File: src/rtl/lift_scheduler_pkg.sv
// Shared types and constants for the SCAN lift scheduler: FSM states, direction codes,
// one-hot floor names and a small elaboration helper.
package lift_scheduler_pkg;

    typedef enum logic [2:0] {
        ST_IDLE,
        ST_MOVE_UP,
        ST_MOVE_DOWN,
        ST_SETTLE,
        ST_DOOR_OPEN
    } state_t;

    typedef enum logic [1:0] {
        DIR_IDLE = 2'b00,
        DIR_UP   = 2'b01,
        DIR_DOWN = 2'b10
    } dir_t;

    localparam logic [2:0] FLOOR_GROUND = 3'b001;
    localparam logic [2:0] FLOOR_MID    = 3'b010;
    localparam logic [2:0] FLOOR_TOP    = 3'b100;

    function automatic int max_int(input int a, input int b);
        return (a > b) ? a : b;
    endfunction

endpackage

File: src/rtl/lift_scheduler_req_queue.sv
// Outstanding-request register for the lift: latches button presses, drops served floors,
// and splits the pending set into the floors above and below the car.
module lift_scheduler_req_queue #(
    parameter int NUM_FLOORS = 3
) (
    input  logic                  clk,
    input  logic                  rst,
    input  logic [NUM_FLOORS-1:0] req_in,
    input  logic [NUM_FLOORS-1:0] cur_floor,
    input  logic [NUM_FLOORS-1:0] served,
    input  logic [NUM_FLOORS-1:0] door_hold,
    output logic [NUM_FLOORS-1:0] pending,
    output logic [NUM_FLOORS-1:0] above,
    output logic [NUM_FLOORS-1:0] below
);

    // A press at the floor whose door is already open only extends the dwell.
    always_ff @(posedge clk) begin
        if (rst) pending <= '0;
        else     pending <= (pending | (req_in & ~door_hold)) & ~served;
    end

    always_comb begin
        above = '0;
        below = '0;
        for (int i = 0; i < NUM_FLOORS; i++) begin
            for (int j = 0; j < NUM_FLOORS; j++) begin
                if (cur_floor[j] && i > j) above[i] = pending[i];
                if (cur_floor[j] && i < j) below[i] = pending[i];
            end
        end
    end

endmodule

File: src/rtl/lift_scheduler.sv
// SCAN request scheduler for the one-hot floor lift: chooses targets, paces travel with
// step pulses to the floor counter and times the door dwell.
module lift_scheduler
    import lift_scheduler_pkg::*;
#(
    parameter int NUM_FLOORS    = 3,
    parameter int TRAVEL_CYCLES = 8,
    parameter int DOOR_CYCLES   = 4
) (
    input  logic                  clk,
    input  logic                  rst,
    input  logic [NUM_FLOORS-1:0] req_in,
    input  logic [NUM_FLOORS-1:0] cur_floor,
    output logic                  step_up,
    output logic                  step_down,
    output logic [1:0]            direction,
    output logic                  door_open,
    output logic [NUM_FLOORS-1:0] pending,
    output logic                  floor_err
);

    localparam int TMAX = max_int(TRAVEL_CYCLES, DOOR_CYCLES);
    localparam int TW   = $clog2(TMAX + 1);
    localparam logic [TW-1:0] TRAVEL_END = TW'(TRAVEL_CYCLES);
    localparam logic [TW-1:0] DOOR_END   = TW'(DOOR_CYCLES);
    localparam logic [TW-1:0] TIMER_SAT  = TW'(TMAX);
    localparam logic [TW-1:0] TIMER_ONE  = TW'(1);

    state_t                state, next_state, decision;
    dir_t                  last_dir;
    logic [TW-1:0]         timer;
    logic [NUM_FLOORS-1:0] above, below, served, door_hold;
    logic                  fault, reload, enter_door;

    assign fault      = floor_err || !$onehot(cur_floor);
    assign enter_door = (next_state == ST_DOOR_OPEN) && (state != ST_DOOR_OPEN);
    assign served     = enter_door ? cur_floor : '0;
    assign door_hold  = door_open ? cur_floor : '0;

    lift_scheduler_req_queue #(.NUM_FLOORS(NUM_FLOORS)) u_queue (
        .clk       (clk),
        .rst       (rst),
        .req_in    (req_in),
        .cur_floor (cur_floor),
        .served    (served),
        .door_hold (door_hold),
        .pending   (pending),
        .above     (above),
        .below     (below)
    );

    // SCAN: keep the previous travel direction while it still has work.
    always_comb begin
        if (|(pending & cur_floor))                 decision = ST_DOOR_OPEN;
        else if (last_dir == DIR_UP && |above)      decision = ST_MOVE_UP;
        else if (last_dir == DIR_DOWN && |below)    decision = ST_MOVE_DOWN;
        else if (|above)                            decision = ST_MOVE_UP;
        else if (|below)                            decision = ST_MOVE_DOWN;
        else                                        decision = ST_IDLE;
    end

    // NOTE: every output of this block gets a default first, so no path can infer a latch.
    always_comb begin
        next_state = state;
        step_up    = 1'b0;
        step_down  = 1'b0;
        direction  = DIR_IDLE;
        door_open  = 1'b0;
        reload     = 1'b0;
        case (state)
            ST_IDLE: next_state = decision;
            ST_MOVE_UP: begin
                direction = DIR_UP;
                if (timer >= TRAVEL_END) begin
                    step_up    = !cur_floor[NUM_FLOORS-1];
                    next_state = ST_SETTLE;
                end
            end
            ST_MOVE_DOWN: begin
                direction = DIR_DOWN;
                if (timer >= TRAVEL_END) begin
                    step_down  = !cur_floor[0];
                    next_state = ST_SETTLE;
                end
            end
            ST_SETTLE: begin
                direction  = last_dir;
                next_state = decision;
            end
            ST_DOOR_OPEN: begin
                door_open = 1'b1;
                if (|(req_in & cur_floor)) reload = 1'b1;
                else if (timer >= DOOR_END) next_state = decision;
            end
            default: next_state = ST_IDLE;
        endcase
        // A bad floor reading or a reset in progress must never move the car or open the door.
        if (fault || rst) begin
            next_state = ST_IDLE;
            step_up    = 1'b0;
            step_down  = 1'b0;
            direction  = DIR_IDLE;
            door_open  = 1'b0;
            reload     = 1'b0;
        end
    end

    // NOTE: state registers use non-blocking assignments so every flop samples pre-edge values.
    always_ff @(posedge clk) begin
        if (rst) begin
            state     <= ST_IDLE;
            last_dir  <= DIR_UP;
            timer     <= '0;
            floor_err <= 1'b0;
        end else begin
            state     <= next_state;
            floor_err <= !$onehot(cur_floor);
            if (state == ST_MOVE_UP)        last_dir <= DIR_UP;
            else if (state == ST_MOVE_DOWN) last_dir <= DIR_DOWN;
            if (reload || next_state != state)
                timer <= (next_state inside {ST_MOVE_UP, ST_MOVE_DOWN, ST_DOOR_OPEN}) ? TIMER_ONE : '0;
            else if (timer < TIMER_SAT)
                timer <= timer + TIMER_ONE;
        end
    end

endmodule

File: config.mk
export PLATFORM = sky130hd
export DESIGN_NAME = lift_scheduler
export DESIGN_NICKNAME = d
export VERILOG_FILES = /design/src/rtl/lift_scheduler_pkg.sv /design/src/rtl/lift_scheduler_req_queue.sv /design/src/rtl/lift_scheduler.sv
export SDC_FILE = /design/constraint.sdc
export NUM_CORES = 1
export LEC_CHECK = 0
export BUFFER_PORTS_ARGS = -buffer_cell sky130_fd_sc_hd__clkbuf_2
export CORE_MARGIN = 1.5
export CORE_UTILIZATION = 58
export CTS_CLUSTER_DIAMETER = 40
export DETAILED_ROUTE_END_ITERATION = 16
export PLACE_DENSITY = 0.8
export SLEW_MARGIN = 10
export SYNTH_ARGS = -nofsm -noshare
export SYNTH_HDL_FRONTEND = slang
export SYNTH_SLANG_ARGS = --single-unit
File: constraint.sdc
create_clock -name clk -period 9 [get_ports clk]
set_clock_uncertainty 0.05 [all_clocks]
set_input_delay 2.7 -clock clk [delete_from_list [all_inputs] [get_ports clk]]
set_output_delay 2.7 -clock clk [all_outputs]
set_load 0.005 [all_outputs]
After elaboration in Yosys (flattened, before gate mapping)
Index checks and enable logic that the tools add are counted.

word-level totals
  register bits after elaboration = 13

operators by class
  eq/ne operators = 12
  magnitude comparators = 3
  mux-type cells = 34
  reductions and logical operators = 19
  add/sub/neg operators = 3
  bitwise logic cells = 7

operators by type and width
  operator               count
  $mux W3                7
  $mux W1                18
  $and A3 B3 Y3          4
  $mux W2                5
  $reduce_or A2 Y1       5
  $eq A3 B2 Y1 const B   3
  $pmux W3 S3            1
  $mux W4                2
  $eq A3 B1 Y1 const B   2
  $eq A3 B3 Y1 const B   2
  $not A3 Y3             2
  $pmux W2 S3            1
  $reduce_or A3 Y1       2
  $add A4 B1 Y4 const B  1
  $eq A2 B1 Y1 const B   2
  $ge A4 B3 Y1 const B   1
  $ge A4 B4 Y1 const B   1
  $lt A4 B4 Y1 const B   1
  $logic_and A1 B1 Y1    3
  $logic_not A1 Y1       3
  $logic_not A3 Y1       1
  $logic_or A1 B1 Y1     3
  $ne A3 B3 Y1           1
  $ne A3 B3 Y1 const B   1
  other kinds (6)        6

Logic depth before layout (Yosys ltp)
Gate-level depths: netlist of run 1.

  depth in word-level cells = 17
  gate-level depth with buffers = 10
  depth with buffers taken out = 9

By module
A second synthesis of run 1 with hierarchy kept.

second synthesis, totals
  cell total of the unflattened synthesis = 135
  area, all modules = 1083.5 um^2

by module, submodules not included
  module                    area an instance (um^2)  cells an instance  times used  seq. area each (um^2)
  lift_scheduler            902.1                    116                1           200.2
  lift_scheduler_req_queue  181.4                    19                 1           60.1

Least setup slack after synthesis of run 1
No wires, ideal clock.

  kind = input to output
  start point = input cur_floor[2]
  end point = output step_down
  buffers on the path = 1
  stages on the path = 6
  data required time = 6250 ps
  arrival time = 4138 ps
  slack = 2112 ps
  cells stage by stage = buf_2 inv_1 fa_1 nor4b_4 nand2_1 nor3_1

between the ends
  word-level cells in the longest chain between the ends = 6

RTL lines
  what                                 line                  text
  from (decl)                          lift_scheduler.sv:13  input logic [NUM_FLOORS-1:0] cur_floor,
  $add A2 B1 Y2 (implied by the code)  lift_scheduler.sv:35  assign fault = floor_err || !$onehot(cur_floor);
  $eq A2 B1 Y1                         lift_scheduler.sv:35
  $logic_not A1 Y1                     lift_scheduler.sv:35
  $logic_or A1 B1 Y1                   lift_scheduler.sv:35
  $logic_or A1 B1 Y1                   lift_scheduler.sv:98  if (fault || rst) begin
  $mux W1                              lift_scheduler.sv:98
  to (decl)                            lift_scheduler.sv:15  output logic step_down,

No other way between the ends.

Final worst setup path of run 1
  start point = input cur_floor[0]
  end point = output step_down

between the ends
  word-level cells in the longest chain between the ends = 7
  elaborated cells on any way between the ends = 10

RTL lines
  what                                 line
  $add A1 B1 Y2 (implied by the code)  lift_scheduler.sv:35
  $add A2 B1 Y2 (implied by the code)  lift_scheduler.sv:35
  $eq A2 B1 Y1                         lift_scheduler.sv:35
  $logic_not A1 Y1                     lift_scheduler.sv:35
  $logic_or A1 B1 Y1                   lift_scheduler.sv:35
  $logic_or A1 B1 Y1                   lift_scheduler.sv:98
  $mux W1 *                            lift_scheduler.sv:98

Mark *: on every way between the ends. The rest lies on a longest branch, timed or not.

==> out/qor.txt, run 1 <==
status: completed
Worst path slowest cell: fa_1
register bit total from synthesis: 13
CTS sink count: 13
vias per cell: 6.180
Sw Pwr: 0.04232 mW
DP Area: 1018 um^2
Max Slew Vio Count: 0
nets: 146
remaining global-route overflow: 0
Initial Util: 0.6262
IO buf count: 16
Critical Path RT: 6.25 ns
dominant synthesized flop cell: dfxtp_1
CP dominant cell by count: clkbuf_2
final worst slack: 1.745 ns
yosys warns: 0
Die Area: 1877 um^2
vias in the first global route: 882
VDD IR max: 0.1060 mV
max-cap viol count: 0
PwrDens: 129.0 nW/um^2
commonest non-fill, non-tap cells in the layout: 16 x clkbuf_2, 14 x nor2_1, 13 x dfxtp_1, 10 x inv_1, 10 x o21ai_0
crit-path cells: clkbuf_2, inv_1, fa_1, nor4b_4, nand2_1, nor3_1, clkbuf_2
drt wl/cell: 14.28 um
Clk pwr share: 0.272
Vias: 927
cell count after synthesis: 120
hold_buf cts: 0
min-delay worst type: register to register
CTS HTree Levels: 1
Relative slew margins: 0.6091
share of cells above drive strength 1: 0.1866
f_max: 137.8 MHz
CTS tree: done
Clock Pin Slew Worst Setup and Hold Paths: 0.08 ns
most common cell after layout, fill and taps aside: clkbuf_2
Comb pwr share: 0.227
# resized after CTS: 0
worst skew pair latency: 0.27 ns
area leader, netlist: dfxtp_1
GRT Overall Usage: 0.2565
crit path capture type: output pin
TritonRoute pass-1 iters: 4
Syn Nets: 131
Final Wtd Congestion: 0.8669
EDFF count, synth: 0
pre-CTS setup slack: 1.763 ns
Net Sw Frac: 0.3139
Post-CTS Setup Inserts: 0
global-route wire length before repair: 3.719 mm
synthesized area: 943.4 um^2
Ports: 17
Post-DP HPWL: 1.701 mm
startpoint types: primary input
Die H: 43.33 um
ANT cells: 0
Core Footprint: 1506 um^2
Num CTS Buffers: 3
1st-iter DRT viols: 37
internal power component: 0.09249 mW
pin count of the biggest net entering global routing: 16
RSZ-0062 raised after global routing: no
post-synthesis sequential area ratio: 0.2759
clock root buffer: clkbuf_4
Fin. Hold Viols: 0
CP max FO: 7
Synth-to-Final Area Change: 10.74%
Bufs on Longest Clock Path: 2
post-route setup TNS: 0 ns
final period utilization: 0.8061
Final setup viols: 0
top cell type's share of synthesized area: 0.2759
initial antenna violation count: 0
WS Path Type: primary input to output pin
WL final: 2.142 mm
Yosys cell types: 39
top cells by area, synth: dfxtp_1 28%, nor4b_4 7.6%, nor2_1 5.6%, o21ai_0 5.3%, inv_1 4.0%
FP Rows: 14
Antenna Violating Nets Remaining: 0
Period minus WS final: 7.255 ns
crit path DAT: 4.50 ns
die span in x: 43.33 um
DRC Markers: 0
Async SR Flop Fraction: 0
Mean Syn Cell Area: 7.862 um^2
Finished Cell Area: 1045 um^2
Slew @ Worst Pin: 0.5863 ns
setup slack, reg-to-reg: 6.69 ns
Max stage delay on crit path: 0.54 ns
Seq pwr share: 0.501
Leak: 0.4544 nW
sequential cells by signal, indices dropped and copies added (netlist names):
name	count
state	3
timer	4
last_dir	2
floor_err	1
u_queue.pending	3
power groups by stage:
stage,Combinational [mW],Sequential [mW],Clock (mW)
floorplan,0.0234,0.0672,0
global placement,0.0294,0.0686,0
detailed placement,0.0304,0.0689,0
CTS,0.0306,0.0675,0.0380
global route,0.0345,0.0685,0.0404
finish,0.0306,0.0675,0.0367
final timing paths:
| path | from | to | cells after the start |
|---|---|---|---|
| min | last_dir[1] | last_dir[1] | 2 |
| max reg2reg | floor_err | timer[0] | 7 |
| min reg2reg | last_dir[1] | last_dir[1] | 2 |
| max | cur_floor[0] | step_down | 7 |
routing by layer:
metal,up-vias,routed length [um],global-route usage
met5,-,0,0
met4,0,31,0.09697
met3,6,121,0.06250
met2,35,1045,0.4448
met1,420,943,0.3055
li1,466,-,-
logic make-up (layout without fill, tap and decap cells):
family / Yosys count / count (layout) / synth area share
simple gates: 43 / 43 / 0.2759
compound gates: 39 / 39 / 0.2798
buf+inv: 17 / 31 / 0.07029
flops: 13 / 13 / 0.2759
fa+ha+maj: 3 / 3 / 0.04774
xor+xnor: 3 / 3 / 0.02786
mux: 2 / 2 / 0.02255
cell usage after synthesis (2+ instances only):
master	number
a211oi_1	4
a21o_1	2
a21oi_1	6
a222oi_1	2
a31oi_1	2
buf_2	2
clkbuf_1	4
dfxtp_1	13
ha_1	2
inv_1	10
nand2_1	6
nand2b_1	2
nand3_1	4
nand4_1	2
nor2_1	14
nor2b_1	2
nor3_1	6
nor4b_4	3
o21ai_0	10
o21bai_1	3
or2_1	2
xnor2_1	2
worst max-delay path, delay by kind of cell:
| family | cells | cell delay [ns] |
|---|---|---|
| adder cells (fa/ha/maj) | 1 | 0.54 |
| buffers and inverters | 3 | 0.37 |
| AND/OR/NAND/NOR | 3 | 0.88 |
area by class of cell:
cell class	count	area, um^2
Multi-Input combinational cell	90	616.8
Fill cell	117	461.7
Sequential cell	13	260.3
Timing Repair Buffer	16	80.08
Inverter	11	41.29
Clock buffer	4	26.28
Tap cell	16	20.02
metrics by stage:
stage / instances / total power, mW / hold WS (ns) / utilization
CTS: 150 / 0.1361 / 0.4659 / 0.6935
detailed placement: 146 / 0.09928 / 0.4507 / 0.6761
floorplan: 120 / 0.09056 / 0.4191 / -
finish: 150 / 0.1348 / 0.4609 / 0.6935
global placement: 146 / 0.09797 / 0.4363 / 0.6761
global route: 150 / 0.1434 / 0.5012 / 0.6935
Note: power is estimated with default switching activity, not from simulation.
==> inputs of run 2 (changes only) <==
Settings changed: CORE_UTILIZATION 58 to 49, PLACE_DENSITY 0.8 to 0.71.
Clock period 9 ns to 5.9 ns, I/O delays scaled along.
==> out/qor.txt, run 2 (synthesized netlist as in run 1, its figures left out) <==
Synth-to-Final Area Change: 11.94% (was 10.74%)
PwrDens: 196.5 nW/um^2 (was 129.0 nW/um^2)
worst skew pair latency: 0.28 ns (was 0.27 ns)
CTS tree: done (unchanged)
Ports: 17 (unchanged)
remaining global-route overflow: 0 (unchanged)
Hold Startpoint: last_dir[1] (unchanged)
Final Wtd Congestion: 0.8698 (was 0.8669)
Bufs on Longest Clock Path: 2 (unchanged)
Slew @ Worst Pin: 0.6722 ns (was 0.5863 ns)
post-route setup TNS: 0 ns (unchanged)
global-route wire length before repair: 3.505 mm (was 3.719 mm)
VDD IR max: 0.1267 mV (was 0.1060 mV)
most common cell after layout, fill and taps aside: clkbuf_2 (unchanged)
drt wl/cell: 13.77 um (was 14.28 um)
pin count of the biggest net entering global routing: 16 (unchanged)
max reg flops: 4 (unchanged)
worst r2r src: state[0] (was floor_err)
setup slack, reg-to-reg: 3.60 ns (was 6.69 ns)
Final setup viols: 0 (unchanged)
WL final: 2.190 mm (was 2.142 mm)
Relative slew margins: 0.5519 (was 0.6091)
hold_buf cts: 0 (unchanged)
Max stage delay on crit path: 0.54 ns (about the same)
final period utilization: 0.9007
clock root buffer: clkbuf_4 (unchanged)
f_max: 188.2 MHz
Die Area: 2198 um^2 (was 1877 um^2)
vias per cell: 5.887 (was 6.180)
CTS sink count: 13 (unchanged)
Post-CTS Setup Inserts: 0 (unchanged)
Num CTS Buffers: 3 (unchanged)
nets: 146 (unchanged)
DP Area: 1030 um^2 (was 1018 um^2)
Max Slew Vio Count: 0 (unchanged)
Die H: 46.88 um (was 43.33 um)
crit-path cells: clkbuf_2, inv_1, fa_1, nor4b_4, nand2_1, nor3_1, clkbuf_2 (unchanged)
Post-DP HPWL: 1.626 mm (was 1.701 mm)
CTS HTree Levels: 1 (unchanged)
Largest delay share family, worst path: simple AND/OR/NAND/NOR gates (unchanged)
Top reg by flops: timer (unchanged)
worst hold endpoint: last_dir[1] (unchanged)
FP Rows: 15 (was 14)
min-delay worst type: register to register (unchanged)
Period minus WS final: 5.314 ns
Leak: 0.4544 nW (unchanged)
Clock Pin Slew Worst Setup and Hold Paths: 0.09 ns (was 0.08 ns)
# resized after CTS: 0 (unchanged)
Antenna Violating Nets Remaining: 0 (unchanged)
CP max FO: 7 (unchanged)
Critical Path RT: 4.08 ns (was 6.25 ns)
Initial Util: 0.5348 (was 0.6262)
IO buf count: 16 (unchanged)
Core Footprint: 1764 um^2 (was 1506 um^2)
share of cells above drive strength 1: 0.1866 (unchanged)
crit path DAT: 3.49 ns (was 4.50 ns)
ANT cells: 0 (unchanged)
DRC Markers: 0 (unchanged)
Vias: 936 (was 927)
commonest non-fill, non-tap cells in the layout: 16 x clkbuf_2, 14 x nor2_1, 13 x dfxtp_1, 10 x inv_1, 10 x o21ai_0 (unchanged)
Worst Setup SP: cur_floor[0] (unchanged)
crit path capture type: output pin (unchanged)
initial antenna violation count: 0 (unchanged)
GRT Overall Usage: 0.2262 (was 0.2565)
reg-to-reg endpoint: timer[0] (unchanged)
startpoint types: primary input (unchanged)
status: completed (unchanged)
Fin. Hold Viols: 0 (unchanged)
max-cap viol count: 0 (unchanged)
power after layout: 0.2075 mW (was 0.1348 mW)
worst reg2reg path depth: 7 (unchanged)
vias in the first global route: 813 (was 882)
RSZ-0062 raised after global routing: no (unchanged)
CP dominant cell by count: clkbuf_2 (unchanged)
hold depth: 2 (unchanged)
1st-iter DRT viols: 40 (was 37)
TritonRoute pass-1 iters: 4 (unchanged)
Finished Cell Area: 1056 um^2 (was 1045 um^2)
biggest regs: timer (4), state (3), u_queue.pending (3) (unchanged)
die span in x: 46.88 um (was 43.33 um)
Worst path slowest cell: fa_1 (unchanged)
WS Path Type: primary input to output pin (unchanged)
WP buf/inv: 3 (unchanged)
==> run 2: cell counts in the layout (fill, tap and decap cells not counted) <==
Identical to the previous run, type by type.
==> run 2: per-stage QoR <==
stage | utilization | hold slack [ns] | cells | worst slack, ns
3_3_place_gp | 0.5837 | 0.4351 | 155 | 0.6286
4_1_cts | 0.5986 | 0.4607 | 159 | 0.5953
6_report | 0.5986 | 0.4617 | 159 | 0.5858
2_1_floorplan | - | 0.4191 | 120 | 0.8722
3_5_place_dp | 0.5837 | 0.4442 | 155 | 0.6116
5_1_grt | 0.5986 | 0.4945 | 159 | 0.4656
==> run 2: routing by layer <==
| metal | global-route usage | routed length (um) |
|---|---|---|
| met1 | 0.3014 | 927 |
| met2 | 0.3507 | 1027 |
| met3 | 0.03462 | 190 |
| met4 | 0.1222 | 44 |
| met5 | 0 | 0 |
==> run 2: power breakdown <==
| part | internal, mW | leakage [nW] | switching, mW |
|---|---|---|---|
| Clock | 0.0262 | 0.0150 | 0.0314 |
| Sequential | 0.0942 | 0.107 | 0.00901 |
| Combinational | 0.0207 | 0.333 | 0.0260 |
==> run 2: worst reg2reg max path: stages, from the launching register on <==
cell,delay [ns]
dfxtp_1,0.60
nor2_1,0.16
a32o_1,0.28
a32oi_1,0.40
nor3_1,0.13
nor4b_4,0.28
nor3_1,0.08
a211oi_1,0.23
==> run 2: final cells by class <==
cell class              instances  area, um^2
repair buffers                 16       80.08
inverters                      11       41.29
well taps                      25       31.28
flip-flops and latches         13       260.3
clock buffers                   4       26.28
multi-input cells              90       616.8
fillers                       174       708.2
==> run 2: worst max-delay path by stage <==
stage               cells after the start   endpoint  slack [ns]
global placement                        7  step_down        0.63
detailed placement                      7    step_up        0.61
finish                                  7    step_up        0.59
floorplan                               6  step_down        0.87
global route                            7    step_up        0.47
CTS                                     7    step_up        0.60
